`src/rtl/decode_writeback.sv`:
```
// rtl/decode_writeback.sv - Y86-64 SEQ decode and write-back stage with 15x64 register file
//
// Decodes source/destination register IDs from icode/rA/rB, reads operands
// combinationally and writes valE/valM back on the rising clock edge.
// ID 4'hF means "no register": it reads as zero and is never written.
//
// Ports:
//   clk, rst                    clock; asynchronous active-high reset
//   icode, rA, rB               instruction fields from fetch
//   cnd                         execute condition, gates cmovXX write
//   hlt, ins_address,
//   adr_address                 fetch exception flags, any one blocks write-back
//   valE, valM                  execute and memory results to write back
//   srcA, srcB, dstE, dstM      decoded register IDs
//   valA, valB                  operands read from the register file
//   wb_count                    cycles with at least one register written
//
// Optional feature: define REGFILE_BYPASS_EN to forward this cycle's
// write data onto valA/valB when the read ID matches an active write.

module decode_writeback (
   input  logic        clk,
   input  logic        rst,
   input  logic [3:0]  icode,
   input  logic [3:0]  rA,
   input  logic [3:0]  rB,
   input  logic        cnd,
   input  logic        hlt,
   input  logic        ins_address,
   input  logic        adr_address,
   input  logic [63:0] valE,
   input  logic [63:0] valM,
   output logic [3:0]  srcA,
   output logic [3:0]  srcB,
   output logic [3:0]  dstE,
   output logic [3:0]  dstM,
   output logic [63:0] valA,
   output logic [63:0] valB,
   output logic [31:0] wb_count
);

   localparam logic [3:0] RNONE = 4'hF;
   localparam logic [3:0] RSP   = 4'h4;

   logic [63:0] regs [0:14];
   logic        we;
   logic        wr_e;
   logic        wr_m;

   always_comb begin
      srcA = RNONE;
      srcB = RNONE;
      dstE = RNONE;
      dstM = RNONE;
      case (icode)
         4'h2: begin                         // rrmovq / cmovXX
            srcA = rA;
            dstE = cnd ? rB : RNONE;
         end
         4'h3: dstE = rB;                    // irmovq
         4'h4: begin                         // rmmovq
            srcA = rA;
            srcB = rB;
         end
         4'h5: begin                         // mrmovq
            srcB = rB;
            dstM = rA;
         end
         4'h6: begin                         // OPq
            srcA = rA;
            srcB = rB;
            dstE = rB;
         end
         4'h8: begin                         // call
            srcB = RSP;
            dstE = RSP;
         end
         4'h9: begin                         // ret
            srcA = RSP;
            srcB = RSP;
            dstE = RSP;
         end
         4'hA: begin                         // pushq
            srcA = rA;
            srcB = RSP;
            dstE = RSP;
         end
         4'hB: begin                         // popq
            srcA = RSP;
            srcB = RSP;
            dstE = RSP;
            dstM = rA;
         end
         default: ;
      endcase
   end

   assign we   = ~(hlt | ins_address | adr_address);
   assign wr_e = we && (dstE != RNONE);
   assign wr_m = we && (dstM != RNONE);

   always_comb begin
      valA = (srcA == RNONE) ? 64'h0 : regs[srcA];
      valB = (srcB == RNONE) ? 64'h0 : regs[srcB];
`ifdef REGFILE_BYPASS_EN
      // Forwarding is held off during reset so operands still read zero.
      // wr_e/wr_m already exclude ID 4'hF, so no separate check is needed.
      if (!rst && wr_m && (dstM == srcA))      valA = valM;
      else if (!rst && wr_e && (dstE == srcA)) valA = valE;
      if (!rst && wr_m && (dstM == srcB))      valB = valM;
      else if (!rst && wr_e && (dstE == srcB)) valB = valE;
`endif
   end

   always_ff @(posedge clk or posedge rst) begin
      if (rst) begin
         for (int i = 0; i < 15; i++) regs[i] <= 64'h0;
         wb_count <= 32'h0;
      end else begin
         // The valM write comes last so it wins when dstE == dstM (popq %rsp).
         if (wr_e) regs[dstE] <= valE;
         if (wr_m) regs[dstM] <= valM;
         if (wr_e || wr_m) wb_count <= wb_count + 32'h1;
      end
   end

endmodule
```
`config.mk`:
```
export PLATFORM = sky130hd
export DESIGN_NAME = decode_writeback
export DESIGN_NICKNAME = d
export VERILOG_FILES = /design/src/rtl/decode_writeback.sv
export SDC_FILE = /design/constraint.sdc
export NUM_CORES = 2
export LEC_CHECK = 0
export ABC_AREA = 1
export CAP_MARGIN = 20
export CORE_UTILIZATION = 25
export CTS_BUF_LIST = sky130_fd_sc_hd__clkbuf_8
export DETAILED_ROUTE_END_ITERATION = 8
export GPL_TIMING_DRIVEN = 0
export REMOVE_ABC_BUFFERS = 1
export SLEW_MARGIN = 20
export SYNTH_ARGS = -nofsm -noshare
export SYNTH_HDL_FRONTEND = slang
export SYNTH_SLANG_ARGS = --single-unit
```
`constraint.sdc`:
```
create_clock -name clk -period 68.3 [get_ports clk]
set_input_delay 6.83 -clock clk [delete_from_list [all_inputs] [get_ports clk]]
set_output_delay 6.83 -clock clk [all_outputs]
set_load 0.005 [all_outputs]
```
==> load_flow_metrics.sql <==
INSERT INTO impl_metrics (metric_group, metric, value, unit) VALUES
('place', 'post-dp-hpwl', '238', 'mm'),
('worst_setup_path', 'worstPathCellList', 'clkdlybuf4s50_1, nand2_1, o21ai_1, inv_1, nand2_4, buf_16, buf_16, nand2_4, buf_12, buf_16, clkinv_4, buf_16, buf_16, buf_16, nand2_1, nand3_1, nand3_1, nand2_1, nand2_1, nand2_1, clkdlybuf4s50_1', ''),
('flow_run', 'timing.max_cap.violations', '0', ''),
('finish', 'layout-area-overhead-vs-synth', '22.0', '%'),
('synthesis', 'netlist_instances', '11413', ''),
('synthesis', 'synth_top_area_share', '35.4', '%'),
('grt', 'grt_pass1_wl', '548', 'mm'),
('floorplanning', 'num_io_pins', '322', ''),
('worst_setup_path', 'worstSetupEndpointType', 'output port', ''),
('power', 'p_seq_share', '39.2', '%'),
('timing', 'worst_hold_slack', '0.557', 'ns'),
('place', 'dp_cells', '14762', ''),
('timing', 'actual_transition_at_the_worst_max_transition_pin', '1.08', 'ns'),
('clocking', 'cts-htree-levels', '4', ''),
('clocking', 'ctsLongestPathBuffers', '3', ''),
('worst_setup_path', 'worst-endpoint-arrival', '12.68', 'ns'),
('grt', 'first_global_vias', '77760', ''),
('worst_setup_path', 'critPathMostFrequentCell', 'sky130_fd_sc_hd__buf_16', ''),
('finish', 'final_layout_size_suffix_gt1_share', '5.87', '%'),
('power', 'switching_power', '667', 'uW'),
('floorplanning', 'floorplan_row_count', '194', ''),
('floorplanning', 'dieHeight', '532', 'um'),
('clocking', 'clk_pin_slew', '0.06', 'ns'),
('floorplanning', 'die_width', '532', 'um'),
('synthesis', 'synth_area_per_cell', '6.14', 'um2'),
('timing', 'slew-limit-headroom', '27.7', '%'),
('timing', 'max_freq', '51.3', 'MHz'),
('finish', 'finish.utilization', '30.6', '%'),
('power', 'p_int', '1.16', 'mW'),
('power', 'power.total', '1.82', 'mW'),
('floorplanning', 'initial_standard_cell_utilization_of_the_core', '25.1', '%'),
('grt', 'largest_net_degree_at_the_start_of_global_routing', '96', ''),
('finish', 'finish.cell_count_without_fillers', '15098', ''),
('run_status', 'violations_in_the_final_reports', 'DRC', ''),
('synthesis', 'synth_sequential_area_ratio', '35.4', '%'),
('drt', 'met3RoutedLength', '53.6', 'mm'),
('timing', 'timing_hold_violations_final', '0', ''),
('clocking', 'cts-hold-fix-buffers', '0', ''),
('clocking', 'clock-sinks', '992', ''),
('run_status', 'run_status', 'complete, but fails checks', ''),
('worst_setup_path', 'cp_max_fo', '47', ''),
('power', 'static_leakage', '41.1', 'nW'),
('timing', 'total_negative_setup_slack', '0', 'ns'),
('timing', 'period_share', '28.6', '%'),
('worst_hold_path', 'hold_class', 'flip-flop to flip-flop', ''),
('finish', 'layout_common_cells', '3,885 x sky130_fd_sc_hd__nand2_1, 2,288 x sky130_fd_sc_hd__nand3_1, 1,076 x sky130_fd_sc_hd__inv_1', ''),
('worst_setup_path', 'req_time_crit_path', '61.47', 'ns'),
('power', 'vdd_drop_max', '22.9', 'uV'),
('finish', 'nets', '11376', ''),
('clocking', 'clock_latency', '0.95', 'ns'),
('drt', 'detail_route.wirelength', '383', 'mm'),
('grt', 'grt_util_all_layers', '26.0', '%'),
('drt', 'count_of_unresolved_drc_violations_after_routing', '2', ''),
('drt', 'drt-initial-drc-count', '12939', ''),
('finish', 'num-fill-cells', '30236', ''),
('grt', 'antenna_violations_before_repair', '45', ''),
('clocking', 'clock_tree.root_cell', 'sky130_fd_sc_hd__clkbuf_8', ''),
('synthesis', 'synth_top_area_cell', 'sky130_fd_sc_hd__dfrtp_1', ''),
('place', 'placement.io_buffers', '321', ''),
('clocking', 'cts_resized', '0', ''),
('drt', 'drt_pass1_iterations', '9', ''),
('synthesis', 'ys.warnings.count', '0', ''),
('power', 'clock_power_share', '33.2', '%'),
('synthesis', 'ys_ff_latch', '992', ''),
('timing', 'slew_violations', '0', ''),
('place', 'gp_congestion', '0.815', ''),
('timing', 'worst_clock_skew', '0.0187', 'ns'),
('drt', 'routed.top_layer', 'met5', ''),
('power', 'cellPowerDensity', '21.3', 'nW/um2'),
('timing', 'report.final.setup_viol', '0', ''),
('grt', 'grt-ovfl-total', '0', '');
through the flow:
stage,area [um2],setup slack [ns]
3_3_place_gp,73900,8.95
2_1_floorplan,66000,33.56
3_5_place_dp,81800,49.02
5_1_grt,85500,48.76
4_1_cts,85500,49.00
6_report,85500,48.79
power groups by stage:
stage                     Sequential, mW  Clock, mW  Combinational, mW
after floorplan                    0.713          0              0.307
after global placement             0.724          0              0.509
after detailed placement           0.722          0              0.490
after CTS                          0.712      0.605              0.493
after global routing               0.723      0.631              0.552
final                              0.715      0.605              0.504
flip-flops by register name, summed over array words and instances, names as in the netlist:
name / count
wb_count: 32
regs: 960
worst paths after layout:
check,start,end,slack [ns],cells after the start
max,icode[2],valA[9],48.79,21
min,wb_count[10],wb_count[10],0.56,2
max reg2reg,wb_count[0],wb_count[18],65.98,11
min reg2reg,wb_count[10],wb_count[10],0.56,2
max in group asynchronous,rst,regs[158],59.99,5
min in group asynchronous,rst,regs[83],6.36,2
cells by family (layout without fill, tap and decap cells):
group / Yosys count / count (layout) / synth area share, %
buf+inv: 2052 / 1999 / 11.4
other cells: 0 / 14 / 0
simple gates: 6784 / 6784 / 40.6
xor+xnor: 22 / 22 / 0.275
compound gates: 1562 / 1562 / 12.3
flops: 992 / 992 / 35.4
fa+ha+maj: 1 / 1 / 0.0178
worst max-delay path: cells and delay by family:
family	cells	cell delay [ns]
buffers and inverters	11	3.88
and+or+nand+nor	9	1.43
AOI/OAI and AO/OA	1	0.34
final cells by class:
type                       instances  share of cell area (%)
clock inverter                    91                   0.549
clock buffer                     230                    3.70
multi-input combinational       8369                    44.2
tap                             3724                    5.45
inverter                        1036                    4.69
sequential                       992                    29.0
antenna                           14                  0.0410
timing repair buffer             642                    12.4
cells in the mapped netlist:
cell                       instances
sky130_fd_sc_hd__nand2_1        3905
sky130_fd_sc_hd__nand3_1        2291
sky130_fd_sc_hd__inv_1          1011
sky130_fd_sc_hd__dfrtp_1         992
sky130_fd_sc_hd__o21ai_0         719
sky130_fd_sc_hd__clkbuf_1        666
sky130_fd_sc_hd__nor2_1          540
sky130_fd_sc_hd__a21oi_1         428
sky130_fd_sc_hd__buf_2           198
sky130_fd_sc_hd__o211ai_1        164
sky130_fd_sc_hd__buf_1           141
sky130_fd_sc_hd__o21bai_1         80
sky130_fd_sc_hd__a31oi_1          78
sky130_fd_sc_hd__o22ai_1          63
sky130_fd_sc_hd__o21ai_1          27
sky130_fd_sc_hd__xor2_1           21
sky130_fd_sc_hd__inv_2            19
sky130_fd_sc_hd__nor3_1           13
sky130_fd_sc_hd__buf_4            11
sky130_fd_sc_hd__nand4_1          10
sky130_fd_sc_hd__nand3_2           9
sky130_fd_sc_hd__clkinv_1          6
sky130_fd_sc_hd__nor4_1            5
sky130_fd_sc_hd__nor2_2            4
sky130_fd_sc_hd__nand2_2           3
sky130_fd_sc_hd__nand3b_1          3
sky130_fd_sc_hd__o21ai_2           2
sky130_fd_sc_hd__a21boi_0          1
sky130_fd_sc_hd__ha_1              1
sky130_fd_sc_hd__nor2_4            1
sky130_fd_sc_hd__xnor2_1           1
layer usage:
layer	track usage, %	vias to the layer above
met2	38.0	6730
li1	-	36373
met4	18.7	54
met5	0	-
met1	31.8	38089
met3	8.80	2019
Note: power is estimated with default switching activity, not from simulation.
